File: src/rtl/mod_pkg.sv
// Shared types for the modular-arithmetic streaming blocks: word, widened
// difference, and the pipeline stage record.
package mod_pkg;

  localparam int MOD_BITWIDTH = 32;

  typedef logic [MOD_BITWIDTH-1:0] mod_word_t;
  typedef logic [MOD_BITWIDTH:0]   mod_diff_t;

  typedef struct packed {
    logic      valid;
    mod_diff_t diff;
    mod_word_t q;
    logic      err;
  } mod_stage_t;

  // The extra MSB of the result is the borrow out of the subtraction.
  function automatic mod_diff_t mod_raw_diff(input mod_word_t a, input mod_word_t b);
    return {1'b0, a} - {1'b0, b};
  endfunction

endpackage

File: src/rtl/mod_sub_correct.sv
// Conditional add-Q correction: maps a borrowed raw difference back into [0, Q).
module mod_sub_correct
  import mod_pkg::*;
(
  input  mod_diff_t i_diff,
  input  mod_word_t i_q,
  output mod_word_t o_res
);

  // The add may carry out of the word; dropping it is exactly the mod-2^N wrap we need.
  assign o_res = i_diff[MOD_BITWIDTH] ? (i_diff[MOD_BITWIDTH-1:0] + i_q)
                                      : i_diff[MOD_BITWIDTH-1:0];

endmodule

File: src/rtl/mod_differentiator.sv
// Streaming modular differencer, 2-stage pipeline with valid/ready on both sides.
// Optional input range check (oErr port) enabled by MOD_DIFF_RANGE_CHECK_EN.
module mod_differentiator
  import mod_pkg::*;
#(
  parameter int BITWIDTH = MOD_BITWIDTH
) (
  input  logic                iClk,
  input  logic                iRst,
  input  logic                iValid,
  output logic                oReady,
  input  logic                iClr,
  input  logic [BITWIDTH-1:0] iData,
  input  logic [BITWIDTH-1:0] iQ,
  output logic                oValid,
  input  logic                iReady,
  output logic [BITWIDTH-1:0] oData
`ifdef MOD_DIFF_RANGE_CHECK_EN
  ,
  output logic                oErr
`endif
);

  logic       w_adv;
  logic       w_accept;
  logic       w_bad;
  mod_word_t  w_base;
  mod_word_t  w_corr;
  mod_word_t  w_res;

  mod_word_t  r_prev;
  mod_stage_t r_s1;
  logic       r_s2_valid;
  mod_word_t  r_data;

  assign w_adv    = iReady || !r_s2_valid;
  assign w_accept = iValid && w_adv;
  assign w_base   = iClr ? '0 : r_prev;

`ifdef MOD_DIFF_RANGE_CHECK_EN
  assign w_bad = (iData >= iQ);
`else
  assign w_bad = 1'b0;
`endif

  // A rejected sample leaves history alone, but a clear on it still takes effect.
  always_ff @(posedge iClk or posedge iRst) begin
    if (iRst) begin
      r_prev <= '0;
    end else if (w_accept) begin
      if (!w_bad) begin
        r_prev <= iData;
      end else if (iClr) begin
        r_prev <= '0;
      end
    end
  end

  always_ff @(posedge iClk or posedge iRst) begin
    if (iRst) begin
      r_s1 <= '0;
    end else if (w_adv) begin
      r_s1.valid <= w_accept;
      if (w_accept) begin
        r_s1.diff <= w_bad ? '0 : mod_raw_diff(iData, w_base);
        r_s1.q    <= iQ;
        r_s1.err  <= w_bad;
      end
    end
  end

  mod_sub_correct u_correct (
    .i_diff (r_s1.diff),
    .i_q    (r_s1.q),
    .o_res  (w_corr)
  );

  assign w_res = r_s1.err ? '0 : w_corr;

  always_ff @(posedge iClk or posedge iRst) begin
    if (iRst) begin
      r_s2_valid <= 1'b0;
      r_data     <= '0;
    end else if (w_adv) begin
      r_s2_valid <= r_s1.valid;
      if (r_s1.valid) begin
        r_data <= w_res;
      end
    end
  end

`ifdef MOD_DIFF_RANGE_CHECK_EN
  logic r_err;

  always_ff @(posedge iClk or posedge iRst) begin
    if (iRst) begin
      r_err <= 1'b0;
    end else if (w_adv && r_s1.valid) begin
      r_err <= r_s1.err;
    end
  end

  assign oErr = r_err;
`endif

  assign oReady = w_adv;
  assign oValid = r_s2_valid;
  assign oData  = r_data;

endmodule

File: config.mk
export PLATFORM = sky130hd
export DESIGN_NAME = mod_differentiator
export DESIGN_NICKNAME = d
export VERILOG_FILES = /design/src/rtl/mod_pkg.sv /design/src/rtl/mod_sub_correct.sv /design/src/rtl/mod_differentiator.sv
export SDC_FILE = /design/constraint.sdc
export NUM_CORES = 1
export LEC_CHECK = 0
export CAP_MARGIN = 20
export CORE_MARGIN = 5
export CORE_UTILIZATION = 52
export DETAILED_ROUTE_END_ITERATION = 10
export GPL_TIMING_DRIVEN = 0
export PLACE_DENSITY = 0.82
export SLEW_MARGIN = 5
export SYNTH_ARGS = -nofsm -noshare
export SYNTH_HDL_FRONTEND = slang
export SYNTH_SLANG_ARGS = --single-unit
File: constraint.sdc
create_clock -name iClk -period 4.84 [get_ports iClk]
set_clock_uncertainty 0.15 [all_clocks]
set_input_delay 0.968 -clock iClk [delete_from_list [all_inputs] [get_ports iClk]]
set_output_delay 0.968 -clock iClk [all_outputs]
set_load 0.05 [all_outputs]
==> summary.md <==
| Metric | Value |
|---|---|
| Maximum fanout along the worst path | `10` |
| Routed Antenna Nets | `0` |
| Gr usage total | `about a quarter` |
| Maximum vdd drop | `317 µV` |
| Synth top area cells | `dfrtp_1 (38%), nand2_1 (12%), ha_1 (9.6%), a21oi_1 (4.2%), o21ai_0 (3.7%)` |
| Final hold viol count | `0` |
| Crit Path Class | `in2reg` |
| Worst path cell trace | `clkdlybuf4s50_1 -> clkbuf_1 -> nand2b_1 -> ha_1 -> a21oi_1 -> nor2b_1 -> o21ai_1 -> nand2b_1 -> a221oi_1 -> a21o_1 -> a21oi_1 -> or2_1 -> a221o_1` |
| Starting density of the core | `52.3%` |
| Final Slew Violations | `0` |
| Slowest stage delay, CP | `0.59 ns` |
| Status | `finished clean` |
| Setup tns final | `0 ns` |
| H-tree lvl count | `4` |
| Ports | `103` |
| CTS Buf Count | `17` |
| Routed WL | `22700 µm` |
| Routed len/inst | `16.4 µm` |
| Vias in the first global route | `7544` |
| Layout area overhead | `22.5%` |
| Worst-Margin Slew | `0.758 ns` |
| Placed insts | `1352` |
| Clock latency on the worst-skew pair | `about 0.44 ns` |
| CP delay by family, top | `compound AO/OA/AOI/OAI gates` |
| # rows | `47` |
| Share of layout cells above drive strength 1 | `3.95%` |
| First-pass GRT wire length | `37300 µm` |
| Element type at the critical path end | `flip-flop` |
| Nets | `1288` |
| CTS tree | `done` |
| Initial antenna violation count | `0` |
| Synth Register Bits | `~130` |
| Fin crit period | `3.99 ns` |
| DR DRC count | `0` |
| Post-CTS Setup Bufs | `0` |
| YS warnings | `0` |
| Crit path launch type | `primary input` |
| Ant. Diodes | `0` |
| Largest net degree at the start of global routing | `92` |
| CTS root buf | `clkbuf_16` |
| Post-Layout Cell Count | `1384` |
| Worst-path clk slew | `0.06 ns` |
| Final period util | `82.5%` |
| Async set-reset flop share out of synthesis | `100%` |
| Pwr dens | `520 nW/µm²` |
| Hold_buf cts | `0` |
| Via/cell ratio | `5.60` |
| Power, Total | `5.47 mW` |
| DRT Pass-1 Iters | `5` |
| Post-synth top area share | `38.2%` |
| Initial drt markers | `658` |
| Max Root-Sink Buffers | `2` |
| Unrepaired setup endpoints after global routing | `no` |
| Slew HR | `between 40% and 50%` |
| Die Y | `approximately 140 µm` |
| Prevailing post-synth register cell | `dfrtp_1` |
| Gpl congestion | `0.953` |
| WP data required | `5.01 ns` |
| Max Freq | `approximately 0.25 GHz` |
| Grt ovf | `0` |
| Worst path arrival time | `4.16 ns` |
| Die Wd | `roughly 140 µm` |
| Via Count | `slightly below 8000` |
| PostCTS Resize Cnt | `0` |
| Post-Syn Nets | `1166` |
| Die area | `about 19000 µm²` |
| Mapped Cells | `1029` |
| Final HPWL DP | `17300 µm` |
| Leak pwr | `4.89 nW` |
| CTS Sinks | `approximately 130` |
| Seq/Total Area, Yosys | `38.2%` |
| Hold crit path type | `reg2reg` |
| Buf+Inv Stages, Crit Path | `2` |
| Syn Area/Cell | `8.33 µm²` |
| Port Buf Inserts | `~100` |
| Crit path max-delay cell type | `clkdlybuf4s50_1` |
| Distinct cells, synth | `59` |
| Number of setup violations in the final report | `0` |
| Post-synth EDFFs | `0` |
| Synth area leader | `dfrtp_1` |
| Core ar. | `16400 µm²` |
| Maximum Capacitance Violations | `0` |
| Post-Syn Area | `8570 µm²` |
## power breakdown
part	leakage (nW)	internal (mW)	total, mW	switching (mW)
combinational	3.00	0.970	2.51	1.54
clock	0.283	0.823	1.33	0.504
sequential	1.61	1.39	1.62	0.234
total	4.89	3.18	5.47	2.28
## final timing paths
path,from,to,slack (ns),cells after the start
max,iClr,r_s1[56],0.85,13
min,r_prev[30],r_prev[30],0.32,2
max reg2reg,r_s1[33],oData[30],1.47,11
min reg2reg,r_prev[30],r_prev[30],0.32,2
max in group asynchronous,iRst,r_prev[15],2.99,3
min in group asynchronous,iRst,oData[3],0.76,2
## final cells by class
cell class | instances | area [µm²]
flip-flops and latches | 131 | 3280
clock inverters | 12 | 156
plain buffers | 46 | 174
multi-input cells | 827 | 5030
fillers | 1378 | 5900
clock buffers | 20 | 447
repair buffers | 103 | 1050
well taps | 220 | 275
inverters | 25 | 98.8
## cell usage in the layout (no fill, tap or decap), types with 6 or more instances in the layout
master | synthesis | final
nand2_1 | 282 | 282
dfrtp_1 | 131 | 131
clkdlybuf4s50_1 | 0 | 102
a21oi_1 | 72 | 72
ha_1 | 66 | 66
o21ai_0 | 64 | 64
clkbuf_1 | 41 | 43
nand2b_1 | 36 | 36
a21o_1 | 32 | 32
xnor2_1 | 26 | 26
inv_1 | 25 | 24
nor2_1 | 23 | 23
mux2i_1 | 20 | 20
o21ai_1 | 19 | 19
nand3_1 | 19 | 19
clkbuf_16 | 0 | 17
o31ai_1 | 15 | 15
nor3_1 | 15 | 15
xor2_1 | 13 | 13
and3_1 | 12 | 12
o21bai_1 | 10 | 10
nand4_1 | 9 | 9
nor2b_1 | 8 | 8
a211oi_1 | 8 | 8
o21a_1 | 8 | 8
nor3b_1 | 8 | 8
a31oi_1 | 6 | 6
## Yosys cell counts, types with 4 or more instances
master      n
buf_1       4
nor2b_1     8
nand2b_1   36
xor2_1     13
xnor2_1    26
nor3b_1     8
a21boi_0    4
mux2i_1    20
dfrtp_1   131
a21oi_1    72
a211oi_1    8
and3_1     12
nand2_1   282
a31oi_1     6
o211ai_1    4
o21a_1      8
inv_1      25
a21o_1     32
ha_1       66
o21ai_1    19
clkbuf_1   41
nor3_1     15
o31ai_1    15
o21bai_1   10
nand4_1     9
a211o_1     5
o21ai_0    64
nand3_1    19
nor2_1     23
## cell families after synthesis
logic type	synth area share (%)
xor+xnor	3.98
fa+ha+maj	10.1
flops	38.2
simple gates	21.9
buf+inv	3.12
compound gates	20.3
mux	2.34
## sequential cells by signal, summed over array words and instances, names as in the netlist
name and flops:
oValid 1, r_s1 66, r_prev 32, oData 32
## routing by layer
layer	up-vias	wire, µm	GRT usage [%]
met1	3644	10400	32.1
met4	0	706	10.1
met5	-	0	0
li1	3838	-	-
met2	217	10400	37.8
met3	48	1220	3.87
## stage by stage
step                setup WS (ns)  instance area [µm²]  hold slack (ns)  util, %
floorplan                   0.224                 8570            0.292        -
global route                0.685                10500            0.348     64.0
finish                      0.849                10500            0.322     64.0
CTS                         0.882                10500            0.327     64.0
global placement            -1.60                 9870            0.308     60.2
detailed placement          0.459                 9900            0.313     60.4
## worst register-to-register path: cells and delay by family, from the launching register on
family / cells / cell delay [ns]
xor gates and xnor gates: 1 / 0.19
DFF: 1 / 0.41
adders and majority gates: 2 / 0.68
and+or+nand+nor: 1 / 0.17
AOI/OAI and AO/OA: 7 / 1.64
Note: power is estimated with default switching activity, not from simulation.
